==> src/rtl/twos_acc_pkg.sv <==
// twos_acc_pkg: shared state encoding, sample width and sign extension for twos_accumulator
package twos_acc_pkg;
    localparam int SAMPLE_W = 4;
    typedef enum logic {ACCUM = 1'b0, HOLD = 1'b1} state_t;
    function automatic logic [63:0] sext(input logic [SAMPLE_W-1:0] s);
        return {{(64-SAMPLE_W){s[SAMPLE_W-1]}}, s};
    endfunction
endpackage

==> src/rtl/twos_accumulator_if.sv <==
// twos_accumulator_if: sample input and frame output handshakes plus frame abort
interface twos_accumulator_if import twos_acc_pkg::*; #(parameter int ACC_W = 6);
    logic                clear;
    logic                in_valid;
    logic                in_ready;
    logic [SAMPLE_W-1:0] in_data;
    logic                out_valid;
    logic                out_ready;
    logic [ACC_W-1:0]    out_sum;
    logic                out_ovf;
    modport master (output clear, in_valid, in_data, out_ready, input in_ready, out_valid, out_sum, out_ovf);
    modport slave  (input clear, in_valid, in_data, out_ready, output in_ready, out_valid, out_sum, out_ovf);
endinterface

==> src/rtl/twos_accumulator_sat_add.sv <==
// sat_add: signed add with overflow detect; clamps when TWOS_ACC_SAT_EN is defined, wraps otherwise
module sat_add #(parameter int ACC_W = 6) (
    input  logic [ACC_W-1:0] acc,
    input  logic [ACC_W-1:0] sample,
    output logic [ACC_W-1:0] sum,
    output logic             ovf
);
    logic [ACC_W-1:0] raw;
    assign raw = acc + sample;
    assign ovf = (acc[ACC_W-1] == sample[ACC_W-1]) && (raw[ACC_W-1] != acc[ACC_W-1]);
`ifdef TWOS_ACC_SAT_EN
    assign sum = ovf ? (acc[ACC_W-1] ? {1'b1, {(ACC_W-1){1'b0}}} : {1'b0, {(ACC_W-1){1'b1}}}) : raw;
`else
    assign sum = raw;
`endif
endmodule

==> src/rtl/twos_accumulator.sv <==
// twos_accumulator: sums COUNT sign-extended 4-bit samples per frame, holds sum and sticky overflow
// until taken; TWOS_ACC_SAT_EN selects clamping instead of wrapping
module twos_accumulator import twos_acc_pkg::*; #(
    parameter int COUNT = 8,
    parameter int ACC_W = 6
) (
    input logic               clk,
    input logic               rst,
    twos_accumulator_if.slave bus
);
    localparam int CW = $clog2(COUNT + 1);
    state_t           state;
    logic [ACC_W-1:0] acc, nsum, ext;
    logic [CW-1:0]    cnt;
    logic             ovf, add_ovf;
    assign ext = ACC_W'(sext(bus.in_data));
    sat_add #(.ACC_W(ACC_W)) u_add (.acc(acc), .sample(ext), .sum(nsum), .ovf(add_ovf));
    always_ff @(posedge clk) begin
        if (rst || bus.clear || (state == HOLD && bus.out_ready)) begin
            state <= ACCUM;
            acc   <= '0;
            cnt   <= '0;
            ovf   <= 1'b0;
        end else if (state == ACCUM && bus.in_valid) begin
            acc   <= nsum;
            ovf   <= ovf | add_ovf;
            cnt   <= cnt + CW'(1);
            state <= (cnt == CW'(COUNT - 1)) ? HOLD : ACCUM;
        end
    end
    assign bus.in_ready  = (state == ACCUM);
    assign bus.out_valid = (state == HOLD);
    assign bus.out_sum   = acc;
    assign bus.out_ovf   = ovf;
endmodule

==> src/flat_wrapper.sv <==
// flat-port wrapper written by rule: the top's interface ports become plain ports
module twos_accumulator_flat import twos_acc_pkg::*;
#(
    parameter int COUNT = 8,
    parameter int ACC_W = 6
)
  (clk, rst, bus_clear, bus_in_valid, bus_in_data, bus_out_ready, bus_in_ready, bus_out_valid, bus_out_sum, bus_out_ovf);
  twos_accumulator_if #(.ACC_W(ACC_W)) bus_i ();
  input logic clk;
  input logic rst;
  input wire logic [$bits(bus_i.clear)-1:0] bus_clear;
  input wire logic [$bits(bus_i.in_valid)-1:0] bus_in_valid;
  input wire logic [$bits(bus_i.in_data)-1:0] bus_in_data;
  input wire logic [$bits(bus_i.out_ready)-1:0] bus_out_ready;
  output wire logic [$bits(bus_i.in_ready)-1:0] bus_in_ready;
  output wire logic [$bits(bus_i.out_valid)-1:0] bus_out_valid;
  output wire logic [$bits(bus_i.out_sum)-1:0] bus_out_sum;
  output wire logic [$bits(bus_i.out_ovf)-1:0] bus_out_ovf;
  assign bus_i.clear = bus_clear;
  assign bus_i.in_valid = bus_in_valid;
  assign bus_i.in_data = bus_in_data;
  assign bus_i.out_ready = bus_out_ready;
  assign bus_in_ready = bus_i.in_ready;
  assign bus_out_valid = bus_i.out_valid;
  assign bus_out_sum = bus_i.out_sum;
  assign bus_out_ovf = bus_i.out_ovf;
  twos_accumulator #(.COUNT(COUNT), .ACC_W(ACC_W)) u_core (.clk(clk), .rst(rst), .bus(bus_i));
endmodule
==> config.mk <==
export PLATFORM = sky130hd
export DESIGN_NAME = twos_accumulator_flat
export DESIGN_NICKNAME = d
export VERILOG_FILES = /design/src/rtl/twos_acc_pkg.sv /design/src/rtl/twos_accumulator_if.sv /design/src/rtl/twos_accumulator_sat_add.sv /design/src/rtl/twos_accumulator.sv /design/src/flat_wrapper.sv
export SDC_FILE = /design/constraint.sdc
export NUM_CORES = 1
export LEC_CHECK = 0
export CAP_MARGIN = 15
export CORE_AREA = 2 2 52 54
export CTS_CLUSTER_DIAMETER = 80
export CTS_CLUSTER_SIZE = 10
export DETAILED_ROUTE_END_ITERATION = 6
export DIE_AREA = 0 0 54 56
export HOLD_SLACK_MARGIN = 0.06
export PLACE_DENSITY_LB_ADDON = 0.1
export SYNTH_ARGS = -nofsm -noshare
export SYNTH_HDL_FRONTEND = slang
export SYNTH_SLANG_ARGS = --single-unit
==> constraint.sdc <==
create_clock -name clk -period 4.9 [get_ports clk]
set_input_delay 0.98 -clock clk [delete_from_list [all_inputs] [get_ports clk]]
set_output_delay 0.98 -clock clk [all_outputs]
set_load 0.005 [all_outputs]
Word level (Yosys, flattened, before mapping)
Cells that the tools add are included.

storage, ports and cells
  flip-flop bits (word level) = 12
  bits in latches = 0
  bits in writable memories = 0
  memory bits (read-only) = 0
  input bits = 9
  output and inout port bits = 9
  logic and storage cells = 17
  memories = 0

operators by class
  $add $sub $neg = 2
  multiply operators = 0
  div/mod/pow operators = 0
  $lt $le $gt $ge = 0
  equal/unequal tests = 3
  shifts and indexed selects = 0
  muxes and demuxes = 1
  bitwise operators = 2
  reduce and logical (&&, ||, !) cells = 5

operators with widths
  cell                 number
  $add 6x6->6          1
  $add 4x1->4 const B  1
  $eq 4x3->1 const B   1
  $logic_and 1x1->1    3
  $logic_or 1x1->1     2
  $eq 1x1->1           1
  $mux 1               1
  $ne 1x1->1           1
  $not 1->1            1
  $or 1x1->1           1

Longest topological paths before layout
  word-level depth = 4
  mapped depth = 6
  gate-level depth less buffers = 6

Modules after synthesis
Synthesis repeated with hierarchy kept, for this count alone.

unflattened totals
  cell total of the unflattened synthesis = 78
  area, all modules = 676.9 um2

by module, submodules not included
  module            times used  cells each  area each (um2)  sequential area each (um2)
  twos_accumulator  1           55          467.9            240.2
  sat_add           1           23          209.0            0.0

Worst setup path after synthesis
No wires, ideal clock.

  kind = in2reg
  start = input port bus_in_data[0]
  end = register u_core.acc[4], in the netlist u_core.bus.out_sum[4]
  library setup time = 0.122 ns
  arrival = 2.105 ns
  required time = 4.778 ns
  slack = 2.673 ns
  cell stages on the path = 6
  buffers on the path = 0
  cell sequence = ha_1 -> fa_1 -> a21o_1 -> a21oi_1 -> xor2_1 -> o21ai_0

between the ends
  word-level cells in the longest chain between the ends = 1

RTL lines
  what                  RTL line                       RTL
  start, declared       flat_wrapper.sv:13             input wire logic [$bits(bus_i.in_data)-1:0] bus_in_data;
  $add 6x6->6           twos_accumulator_sat_add.sv:9  assign raw = acc + sample;
  end signal, assigned  twos_accumulator.sv:25         acc <= nsum;
  end, declared         twos_accumulator.sv:13         logic [ACC_W-1:0] acc, nsum, ext;

Every way passes these cells.
A chain may end at the register's enable or synchronous reset.

Worst setup path after layout
  start = input port bus_in_valid
  end = register u_core.ovf, in the netlist u_core.bus.out_ovf

between the ends
  word-level cells in the longest chain between the ends = 1

RTL lines
  what                  RTL line                RTL
  start, declared       flat_wrapper.sv:12      input wire logic [$bits(bus_i.in_valid)-1:0] bus_in_valid;
  $logic_and 1x1->1     twos_accumulator.sv:24  end else if (state == ACCUM && bus.in_valid) begin
  end signal, assigned  twos_accumulator.sv:26  ovf <= ovf | add_ovf;
  end, declared         twos_accumulator.sv:15  logic ovf, add_ovf;

Every way passes these cells.

==> reports/metrics.cfg <==
[clock_tree]
path_clk_slew_ns = 0.08
cts_resized = 0
numCtsBuffers = 3
cts_setup_buffers = 0
cts_sinks = 12
cts-root-buf = clkbuf_4
cts_tree = done
cts_hold_buf = 0
cts_max_level = 1
clock_latency_ns = 0.27
cts_buffer_depth = 2

[synth]
yosysTopAreaCell = dfxtp_1
synth.area.top_cells = dfxtp_1, ha_1, nand2_1
synth_top_area_share_pct = 34.3
synthCells = 79
syn_avg_cell_area_um2 = 8.87
syn_area_um2 = 701
ys_seq_area_share_pct = 34.3
ys_ff_latch = 12
synth_cell_types = 32
synth_warnings = 0
synth_nets = 95

[min_path]
hold_path_class = reg2reg

[floorplanning]
initial_utilization_pct = 28.8
dieArea_mm2 = 0.00302
pin_count = 18
core-area_mm2 = 0.00243
fp.dieH_um = 56
die_w_um = 54
rows = 18

[global_route]
grt_use_met2_pct = 19.2
grt_pass1_wl_mm = 2.82
antenna_found_initial = 0
grt_max_degree = 12
overflow = 0
grt_use_met1_pct = 15.3
busiest_layer = met2
gr-usage-met3_pct = 5.91
grt_usage_pct = 12.4
grt_pass1_vias = 642

[sta]
hold_viol = 0
slew_headroom_pct = 45.8
finalCriticalPeriod_ns = 2.79
finalCritPeriodShare_pct = 56.9
fmax_mhz = 359
grt_setup_unrepaired = no
drv_slew = 0
setup_viol = 0
tns_ns = 0
tightestPinTransition_ns = 0.812
clock_skew_ns = 0.000854

[layout]
multi_input_area_um2 = 444
fill_cells = 257
antenna_cells = 0
stdcell_count = 128
drive_above_1_share_pct = 7.14
areaGrowthSynthToFinish_pct = 33.6
nNetsFinal = 115
regArea_um2 = 240

[power_and_ir_drop]
p_comb_share_pct = 18.2
leakage_uw = 0.000348
clkPwrFrac_pct = 36.0
p_switching_uw = 58.4
power_density_mw_per_mm2 = 241
switching_share_pct = 25.9
power.internal_uw = 167
seqPwrFrac_pct = 45.8
vdd_drop_max_mv = 0.155

[critical_path]
worstPathMaxFanout = 11
criticalPathCategory = in2reg
critPathRequiredTime_ns = 5.11
crit_path_start_kind = input pin
r2r_setup_slack_ns = 2.99
arrival_ns = 2.99
endpoint_kind = register

[placed_design]
gp_congestion = 0.679
place_inst = 124
portBuffers = 17
hpwl_mm = 1.14

[drt]
route.detailed.drc = 0
vias_per_cell = 4.92
dr_total_vias = 630
firstDrtPassIters = 4
drt-wirelength-per-cell_um = 12.1
drtAntennaViolNets = 0
drt_iter0_drc = 3
drt-total-wl_mm = 1.55

[flow_run]
cap_viol_max_count = 0

[status]
status = completed

[worst max-delay path: stages]
cell	delay, ns
clkdlybuf4s50_1	0.54
nor2b_1	0.68
nand2_1	0.15
or4_1	0.48
o211ai_1	0.15
[routing by layer]
metal  vias up  routed length (µm)  share of wire, %
li1        333                   -                 -
met1       287                 760                49
met3         2                  65               4.2
met2         8                 713                46
met5         -                   0                 0
met4         0                  10              0.65
[flip-flops by register name, indices dropped and copies added, names as in the netlist]
register	flops
u_core.bus.out_ovf	1
u_core.bus.out_sum	6
u_core.bus.out_valid	1
u_core.cnt	4
[cells in the final DEF, fill, tap and decap left out, types with 3 or more instances in the layout]
master and n:
nor3_1 3, dfxtp_1 12, a21oi_1 5, clkbuf_4 3
ha_1 6, a211oi_1 3, clkdlybuf4s50_1 17, nand2_1 10
nor2_1 8, xnor2_1 3
[worst paths after layout]
kind                                                         start                            endpoint  cells after the start
worst max register to register   u_core.bus.out_valid$_SDFFE_PP0P_     u_core.bus.out_ovf$_SDFFE_PP0P_                      4
worst max-delay path                                  bus_in_valid     u_core.bus.out_ovf$_SDFFE_PP0P_                      5
worst min register to register  u_core.bus.out_sum[3]$_SDFFE_PP0P_  u_core.bus.out_sum[3]$_SDFFE_PP0P_                      2
worst min-delay path            u_core.bus.out_sum[3]$_SDFFE_PP0P_  u_core.bus.out_sum[3]$_SDFFE_PP0P_                      2
[area by class of cell]
type | count | share of cell area, %
clock buffers | 4 | 3.88
well taps | 30 | 4.01
multi-input cells | 63 | 47.5
repair buffers | 17 | 18.2
flip-flops and latches | 12 | 25.7
inverters | 2 | 0.802
[power groups by stage]
stage / Sequential (µW) / Combinational, µW / Clock (µW)
after floorplan: 105 / 23.5 / 0
after global placement: 105 / 41.7 / 0
after detailed placement: 106 / 40.9 / 0
after CTS: 103 / 41.4 / 86.1
after global routing: 104 / 46.6 / 90.1
final: 103 / 41.0 / 81.3
[Yosys cell counts]
| master | instances |
|---|---|
| a211oi_1 | 3 |
| o31a_1 | 1 |
| a211o_2 | 1 |
| nand3_1 | 1 |
| o21ai_1 | 1 |
| clkbuf_1 | 1 |
| dfxtp_1 | 12 |
| xnor2_1 | 3 |
| o2111ai_1 | 1 |
| a41oi_1 | 1 |
| o21a_1 | 2 |
| ha_1 | 6 |
| fa_1 | 1 |
| nor4_1 | 1 |
| a211o_1 | 1 |
| xor2_1 | 2 |
| nand4bb_1 | 1 |
| o21ai_0 | 1 |
| a211oi_2 | 1 |
| buf_2 | 1 |
| or4_1 | 1 |
| nand2_1 | 10 |
| inv_1 | 2 |
| nor2_1 | 8 |
| o2111a_1 | 1 |
| a21oi_1 | 5 |
| o211ai_1 | 2 |
| a21o_1 | 2 |
| nand2b_2 | 1 |
| nor3_1 | 3 |
| nand4_1 | 1 |
| nor2b_1 | 1 |
[cells by family after synthesis]
| group | after synthesis | share of synthesized area, % |
|---|---|---|
| compound gates | 23 | 24.5 |
| simple gates | 28 | 19.1 |
| flops | 12 | 34.3 |
| xor+xnor | 5 | 6.25 |
| buf+inv | 4 | 2.32 |
| fa+ha+maj | 7 | 13.6 |
[through the flow]
stage	hold slack (ns)	power, µW	setup slack [ns]	utilization, %	instance area [µm²]
5_1_grt	0.509	240	1.92	38.5	936
3_5_place_dp	0.473	146	1.81	37.0	900
3_3_place_gp	0.466	147	1.89	37.0	900
2_1_floorplan	0.454	129	2.67	-	701
4_1_cts	0.485	231	2.11	38.5	936
6_report	0.482	225	2.11	38.5	936
Power figures use the tool's default switching activity.
